[src/rtl/mmio_uart_tx.sv]
// Memory-mapped 8N1 UART transmitter that sits on the single-cycle core's data port.
//
// Register window (16 bytes at BASE_ADDR; address bits [1:0] are ignored):
//   offset 0  TXDATA  write pushes Mem_WrData[7:0]; read returns 0
//   offset 1  STATUS  read  {16'b0, count[7:0], 4'b0, overflow, busy, empty, full}
//                     write with bit3=1 clears the sticky overflow flag
//   offset 2,3        read returns 0, writes ignored
//
// Ports:
//   clk, reset        system clock (rising edge), asynchronous active-high reset
//   MemWrite          store strobe from the core
//   Mem_WrAddr        load/store address
//   Mem_WrData        store data
//   rd_data, rd_hit   combinational load response (rd_hit: load inside the window)
//   tx                serial output, idle high, registered
//   busy              serialiser active or FIFO non-empty, registered
module mmio_uart_tx #(
  parameter logic [31:0] BASE_ADDR    = 32'h0000_1000,
  parameter int unsigned CLKS_PER_BIT = 4,
  parameter int unsigned FIFO_DEPTH   = 4
) (
  input  logic        clk,
  input  logic        reset,
  input  logic        MemWrite,
  input  logic [31:0] Mem_WrAddr,
  input  logic [31:0] Mem_WrData,
  output logic [31:0] rd_data,
  output logic        rd_hit,
  output logic        tx,
  output logic        busy
);

  localparam int unsigned PtrW    = $clog2(FIFO_DEPTH);
  localparam int unsigned CntW    = $clog2(FIFO_DEPTH + 1);
  localparam int unsigned BitCntW = $clog2(CLKS_PER_BIT);
  localparam logic [BitCntW-1:0] BitCntLast = BitCntW'(CLKS_PER_BIT - 1);
  localparam logic [CntW-1:0]    CntFull    = CntW'(FIFO_DEPTH);

  typedef enum logic [1:0] {StIdle, StStart, StData, StStop} state_e;

  // Address decode
  logic       hit;
  logic [1:0] offset;
  logic       push_req, ovf_clr;
  logic       unused_bits;

  assign hit         = (Mem_WrAddr[31:4] == BASE_ADDR[31:4]);
  assign offset      = Mem_WrAddr[3:2];
  assign push_req    = MemWrite & hit & (offset == 2'd0);
  assign ovf_clr     = MemWrite & hit & (offset == 2'd1) & Mem_WrData[3];
  assign unused_bits = ^{Mem_WrAddr[1:0], Mem_WrData[31:8]};

  // FIFO
  logic [7:0]      fifo_q [FIFO_DEPTH];
  logic [PtrW-1:0] rd_ptr_q, wr_ptr_q;
  logic [CntW-1:0] count_q, count_d;
  logic            full, empty, push, pop;
  logic            overflow_q, overflow_d;

  assign full  = (count_q == CntFull);
  assign empty = (count_q == '0);
  // A pop on the same edge frees a slot, so a push into a full FIFO is still accepted.
  assign push  = push_req & (~full | pop);

  // Serialiser
  state_e             state_q, state_d;
  logic [BitCntW-1:0] bit_cnt_q, bit_cnt_d;
  logic [2:0]         bit_idx_q, bit_idx_d;
  logic [7:0]         shift_q, shift_d;
  logic               bit_last;
  logic               tx_q, tx_d, busy_q, busy_d;

  assign bit_last = (bit_cnt_q == BitCntLast);

  always_comb begin
    state_d   = state_q;
    bit_cnt_d = bit_cnt_q;
    bit_idx_d = bit_idx_q;
    shift_d   = shift_q;
    pop       = 1'b0;
    unique case (state_q)
      StIdle: begin
        if (!empty) begin
          pop       = 1'b1;
          shift_d   = fifo_q[rd_ptr_q];
          bit_cnt_d = '0;
          state_d   = StStart;
        end
      end
      StStart: begin
        if (bit_last) begin
          bit_cnt_d = '0;
          bit_idx_d = '0;
          state_d   = StData;
        end else begin
          bit_cnt_d = bit_cnt_q + BitCntW'(1);
        end
      end
      StData: begin
        if (bit_last) begin
          bit_cnt_d = '0;
          shift_d   = {1'b0, shift_q[7:1]};
          if (bit_idx_q == 3'd7) begin
            state_d = StStop;
          end else begin
            bit_idx_d = bit_idx_q + 3'd1;
          end
        end else begin
          bit_cnt_d = bit_cnt_q + BitCntW'(1);
        end
      end
      StStop: begin
        if (bit_last) begin
          bit_cnt_d = '0;
          // Back-to-back frames: go straight to the next start bit.
          if (!empty) begin
            pop     = 1'b1;
            shift_d = fifo_q[rd_ptr_q];
            state_d = StStart;
          end else begin
            state_d = StIdle;
          end
        end else begin
          bit_cnt_d = bit_cnt_q + BitCntW'(1);
        end
      end
      default: state_d = StIdle;
    endcase
  end

  always_comb begin
    count_d = count_q;
    unique case ({push, pop})
      2'b10:   count_d = count_q + CntW'(1);
      2'b01:   count_d = count_q - CntW'(1);
      default: count_d = count_q;
    endcase

    overflow_d = overflow_q;
    if (push_req && full && !pop) begin
      overflow_d = 1'b1;
    end else if (ovf_clr) begin
      overflow_d = 1'b0;
    end

    // tx is registered from the next state so the line changes on the same edge as the state.
    unique case (state_d)
      StStart: tx_d = 1'b0;
      StData:  tx_d = shift_d[0];
      default: tx_d = 1'b1;
    endcase

    busy_d = (state_d != StIdle) || (count_d != '0);
  end

  always_ff @(posedge clk or posedge reset) begin
    if (reset) begin
      rd_ptr_q   <= '0;
      wr_ptr_q   <= '0;
      count_q    <= '0;
      overflow_q <= 1'b0;
      state_q    <= StIdle;
      bit_cnt_q  <= '0;
      bit_idx_q  <= '0;
      shift_q    <= '0;
      tx_q       <= 1'b1;
      busy_q     <= 1'b0;
    end else begin
      if (push) wr_ptr_q <= wr_ptr_q + PtrW'(1);
      if (pop)  rd_ptr_q <= rd_ptr_q + PtrW'(1);
      count_q    <= count_d;
      overflow_q <= overflow_d;
      state_q    <= state_d;
      bit_cnt_q  <= bit_cnt_d;
      bit_idx_q  <= bit_idx_d;
      shift_q    <= shift_d;
      tx_q       <= tx_d;
      busy_q     <= busy_d;
    end
  end

  // Payload storage needs no reset; validity is tracked by the pointers and count.
  always_ff @(posedge clk) begin
    if (push) fifo_q[wr_ptr_q] <= Mem_WrData[7:0];
  end

  // Combinational load port
  always_comb begin
    rd_hit  = hit & ~MemWrite;
    rd_data = '0;
    if (rd_hit && offset == 2'd1) begin
      rd_data = {16'b0, 8'(count_q), 4'b0, overflow_q, busy_q, empty, full};
    end
  end

  assign tx   = tx_q;
  assign busy = busy_q;

endmodule
[config.mk]
export PLATFORM = sky130hd
export DESIGN_NAME = mmio_uart_tx
export DESIGN_NICKNAME = d
export VERILOG_FILES = /design/src/rtl/mmio_uart_tx.sv
export SDC_FILE = /design/constraint.sdc
export NUM_CORES = 1
export LEC_CHECK = 0
export CAP_MARGIN = 5
export CORE_ASPECT_RATIO = 0.7
export CORE_MARGIN = 3
export CORE_UTILIZATION = 32
export CTS_BUF_LIST = sky130_fd_sc_hd__clkbuf_4 sky130_fd_sc_hd__clkbuf_8
export DETAILED_ROUTE_END_ITERATION = 16
export GPL_TIMING_DRIVEN = 0
export PLACE_DENSITY = 0.56
export SLEW_MARGIN = 10
export SYNTH_ARGS = -nofsm -noshare
export SYNTH_HDL_FRONTEND = slang
export SYNTH_SLANG_ARGS = --single-unit
[constraint.sdc]
create_clock -name clk -period 8.6 [get_ports clk]
set_clock_uncertainty 0.2 [all_clocks]
set_input_delay 1.29 -clock clk [delete_from_list [all_inputs] [get_ports clk]]
set_output_delay 1.29 -clock clk [all_outputs]
set_load 0.05 [all_outputs]
==> summary.txt, run 1 <==
GRT Resource Usage Total -> 0.133
Root buffer cell -> clkbuf_8
Die Span X -> 123 microns
Initial DRC count -> 104
DR vias -> 2,144
Area grow syn2layout -> 30.2%
Syn avg cell area -> 12.5 sq um
Status -> completed
Clock slew at reported path FFs -> 0.07 ns
Hold WS -> 0.293 ns
Vias/cell -> 4.68
Routed length on met2 -> 2790 microns
Hold WC Path Type -> reg -> reg
DRC Markers -> 0
Measured slew at the worst slew-check pin -> 0.995 ns
Hold path startpoint -> bit_cnt_q[1]
Vias in the first global route -> 2,050
Worst r2r src -> state_q[1]
Cts hold-fix bufs -> 0
Place WS -> 3.05 ns
FF-to-FF End -> busy
Post-route setup TNS -> 0 ns
DR WL/cell -> 14.3 microns
Final setup fails -> 0
Final hold viol count -> 0
Total clock buffers created by CTS -> 9
Final critical-path share of the clock period -> 0.638
FP Rows -> 29
Starting Density -> 0.333
Core ar. -> 9180 sq um
# nets final -> 409
Initial antenna violation count -> 0
M1 wire length -> 3330 microns
Largest net degree at the start of global routing -> 26
CTS tree -> done
Pwr dens -> 143 nW/um^2
Synthesized flop and latch total -> 57
Die area -> 10,800 sq um
Chip Height -> 87.8 microns
Register area share after synthesis -> 0.519
Endpoint, Worst Hold -> bit_cnt_q[1]
CP Class -> in -> out
Clk buf depth -> 2
Hold path cells -> 2
Dpl cells -> 442
Final setup margin -> 3.11 ns
CP endpoint kind -> output pin
Max Cap Viol -> 0
Startpoint type of the worst setup path -> input pin
Minimum clock period -> 5.49 ns
GR Overflow Total -> 0
Crit-path max FO -> 6
Top FF cell, synth -> edfxtp_1
Fillers -> 884
RePlAce Congestion -> 0.771
RSZ-0062 raised after global routing -> no
Non-filler instance count after layout -> 458
H-tree depth -> 3
1st-pass router iterations -> 4
Skew-Pair Late Insertion Delay -> 0.34 ns
Total power -> 569 uW
IO Pins -> 102
Final WL -> 6530 microns
Worst R2R Path Depth -> 9
P_leak -> 1.56 nW
Post-route ant nets -> 0
PortBufs -> 50
Uppermost layer routed -> met4
Worst EP arrival -> 4.00 ns
Maximum VDD drop -> 0.106 mV
Commonest non-fill, non-tap cell in the layout -> clkdlybuf4s50_1
Asr flop ratio synth -> 0.439
Reg-to-reg slack, setup -> 5.41 ns
Post-synth EDFFs -> 32
Netlist cell types -> 54
Fraction of layout cells with a size suffix above 1 -> 0.192
Synth Cell Area -> 3060 sq um
# clock sinks -> 57
Slew headroom -> 0.336
Syn. warnings -> 0
Slew Limit Fails -> 0
Post-CTS resize count -> 0
Setup repair bufs after CTS -> 0
Final HPWL DP -> 4930 microns
Commonest non-fill, non-tap cells in the layout -> clkdlybuf4s50_1, edfxtp_1, buf_4, conb_1, dfrtp_1
Req. time, crit path -> 7.11 ns
F_max -> 182 MHz
Synthesized instance count -> 244
DR WL met3 -> 347 microns
Ant diodes -> 0
First-pass GRT wire length -> 10,900 microns
state kept, by name, indices dropped and copies added (netlist names):
signal / flops
bit_cnt_q: 2
bit_idx_q: 3
busy: 1
count_q: 3
fifo_q: 32
overflow_q: 1
rd_ptr_q: 2
shift_q: 8
state_q: 2
tx: 1
wr_ptr_q: 2
routing by layer:
| metal | track usage | up-vias |
|---|---|---|
| met5 | 0 | - |
| met4 | 0.0305 | 0 |
| met3 | 0.0510 | 8 |
| met2 | 0.189 | 43 |
| met1 | 0.193 | 1042 |
| li1 | - | 1051 |
logic make-up (layout without fill, tap and decap cells):
logic type | Yosys count | in the layout | synth area share
AND/OR/NAND/NOR | 70 | 70 | 0.137
other | 1 | 25 | 0.00123
buffers and inverters | 38 | 104 | 0.0781
flip-flops | 57 | 57 | 0.519
adder cells (fa/ha/maj) | 13 | 13 | 0.0556
AO/OA/AOI/OAI | 45 | 45 | 0.112
XOR/XNOR | 5 | 5 | 0.0143
multiplexers | 15 | 15 | 0.0834
where the power goes:
part	leakage, nW	switching (mW)	internal, mW
clock network	0.0862	0.116	0.106
registers	0.592	0.00000000160	0.289
logic	0.885	0.0332	0.0248
stage by stage:
stage               utilization  cell area (sq um)
global route              0.434               3990
CTS                       0.434               3990
global placement          0.415               3810
finish                    0.434               3990
detailed placement        0.415               3810
floorplan                     -               3150
cell usage after synthesis (3+ instances only):
| cell type | number | share of area |
|---|---|---|
| a222oi_1 | 6 | 0.020 |
| a22o_1 | 5 | 0.014 |
| and2_1 | 6 | 0.012 |
| and3_1 | 5 | 0.010 |
| buf_4 | 25 | 0.061 |
| clkbuf_1 | 4 | 0.0049 |
| dfrtp_1 | 24 | 0.20 |
| edfxtp_1 | 32 | 0.31 |
| ha_1 | 12 | 0.049 |
| inv_1 | 7 | 0.0086 |
| mux2_2 | 4 | 0.015 |
| mux2i_1 | 3 | 0.0098 |
| mux4_2 | 8 | 0.059 |
| nand2_1 | 14 | 0.017 |
| nand2b_1 | 3 | 0.0061 |
| nand3_1 | 3 | 0.0049 |
| nor2_1 | 14 | 0.017 |
| nor3_1 | 3 | 0.0049 |
| nor4_1 | 3 | 0.0061 |
| nor4_2 | 4 | 0.016 |
| o211ai_1 | 3 | 0.0074 |
| o21ai_0 | 10 | 0.016 |
| o31ai_1 | 3 | 0.0074 |
| xnor2_1 | 5 | 0.014 |
critical path: stages:
cell             delay, ns
clkdlybuf4s50_1       0.41
nor4_2                0.30
nand4_2               0.24
nand4b_1              0.35
nor3_2                0.39
and3_1                0.20
clkdlybuf4s50_1       0.81
final cells by class:
type                       instances  area, sq um  share of cell area
sequential                        57         1590               0.398
buffer                            31          213              0.0534
clock inverter                     7         55.1              0.0138
multi-input combinational        173         1320               0.332
inverter                           7         26.3             0.00659
tap                              124          155              0.0389
timing repair buffer              50          500               0.126
clock buffer                       9          124              0.0311
worst max-delay path by stage:
stage	slack [ns]	depth (start not counted)	startpoint	end
final	3.11	7	Mem_WrAddr[6]	rd_data[0]
after floorplan	3.51	4	Mem_WrAddr[6]	rd_data[1]
after CTS	3.04	7	Mem_WrAddr[13]	rd_data[0]
after detailed placement	3.05	7	Mem_WrAddr[13]	rd_data[0]
after global placement	3.04	7	Mem_WrAddr[5]	rd_data[0]
after global routing	2.83	7	Mem_WrAddr[14]	rd_data[9]
No activity file was read; power rests on OpenSTA's default activity.
==> inputs of run 2 (changes only) <==
- clock period: 8.6 -> 5.2 ns (I/O delays scaled with it)
==> results of run 2 <==
Same layout as run 1 (identical final DEF). Status: completed.
Among the figures that moved: setup slack after placement 3.05 ns -> 0.672 ns; setup slack after layout 3.11 ns -> 0.732 ns; register-to-register setup slack 5.41 ns -> 2.01 ns; total power 0.569 mW -> 0.941 mW; worst IR drop on VDD 0.106 mV -> 0.176 mV
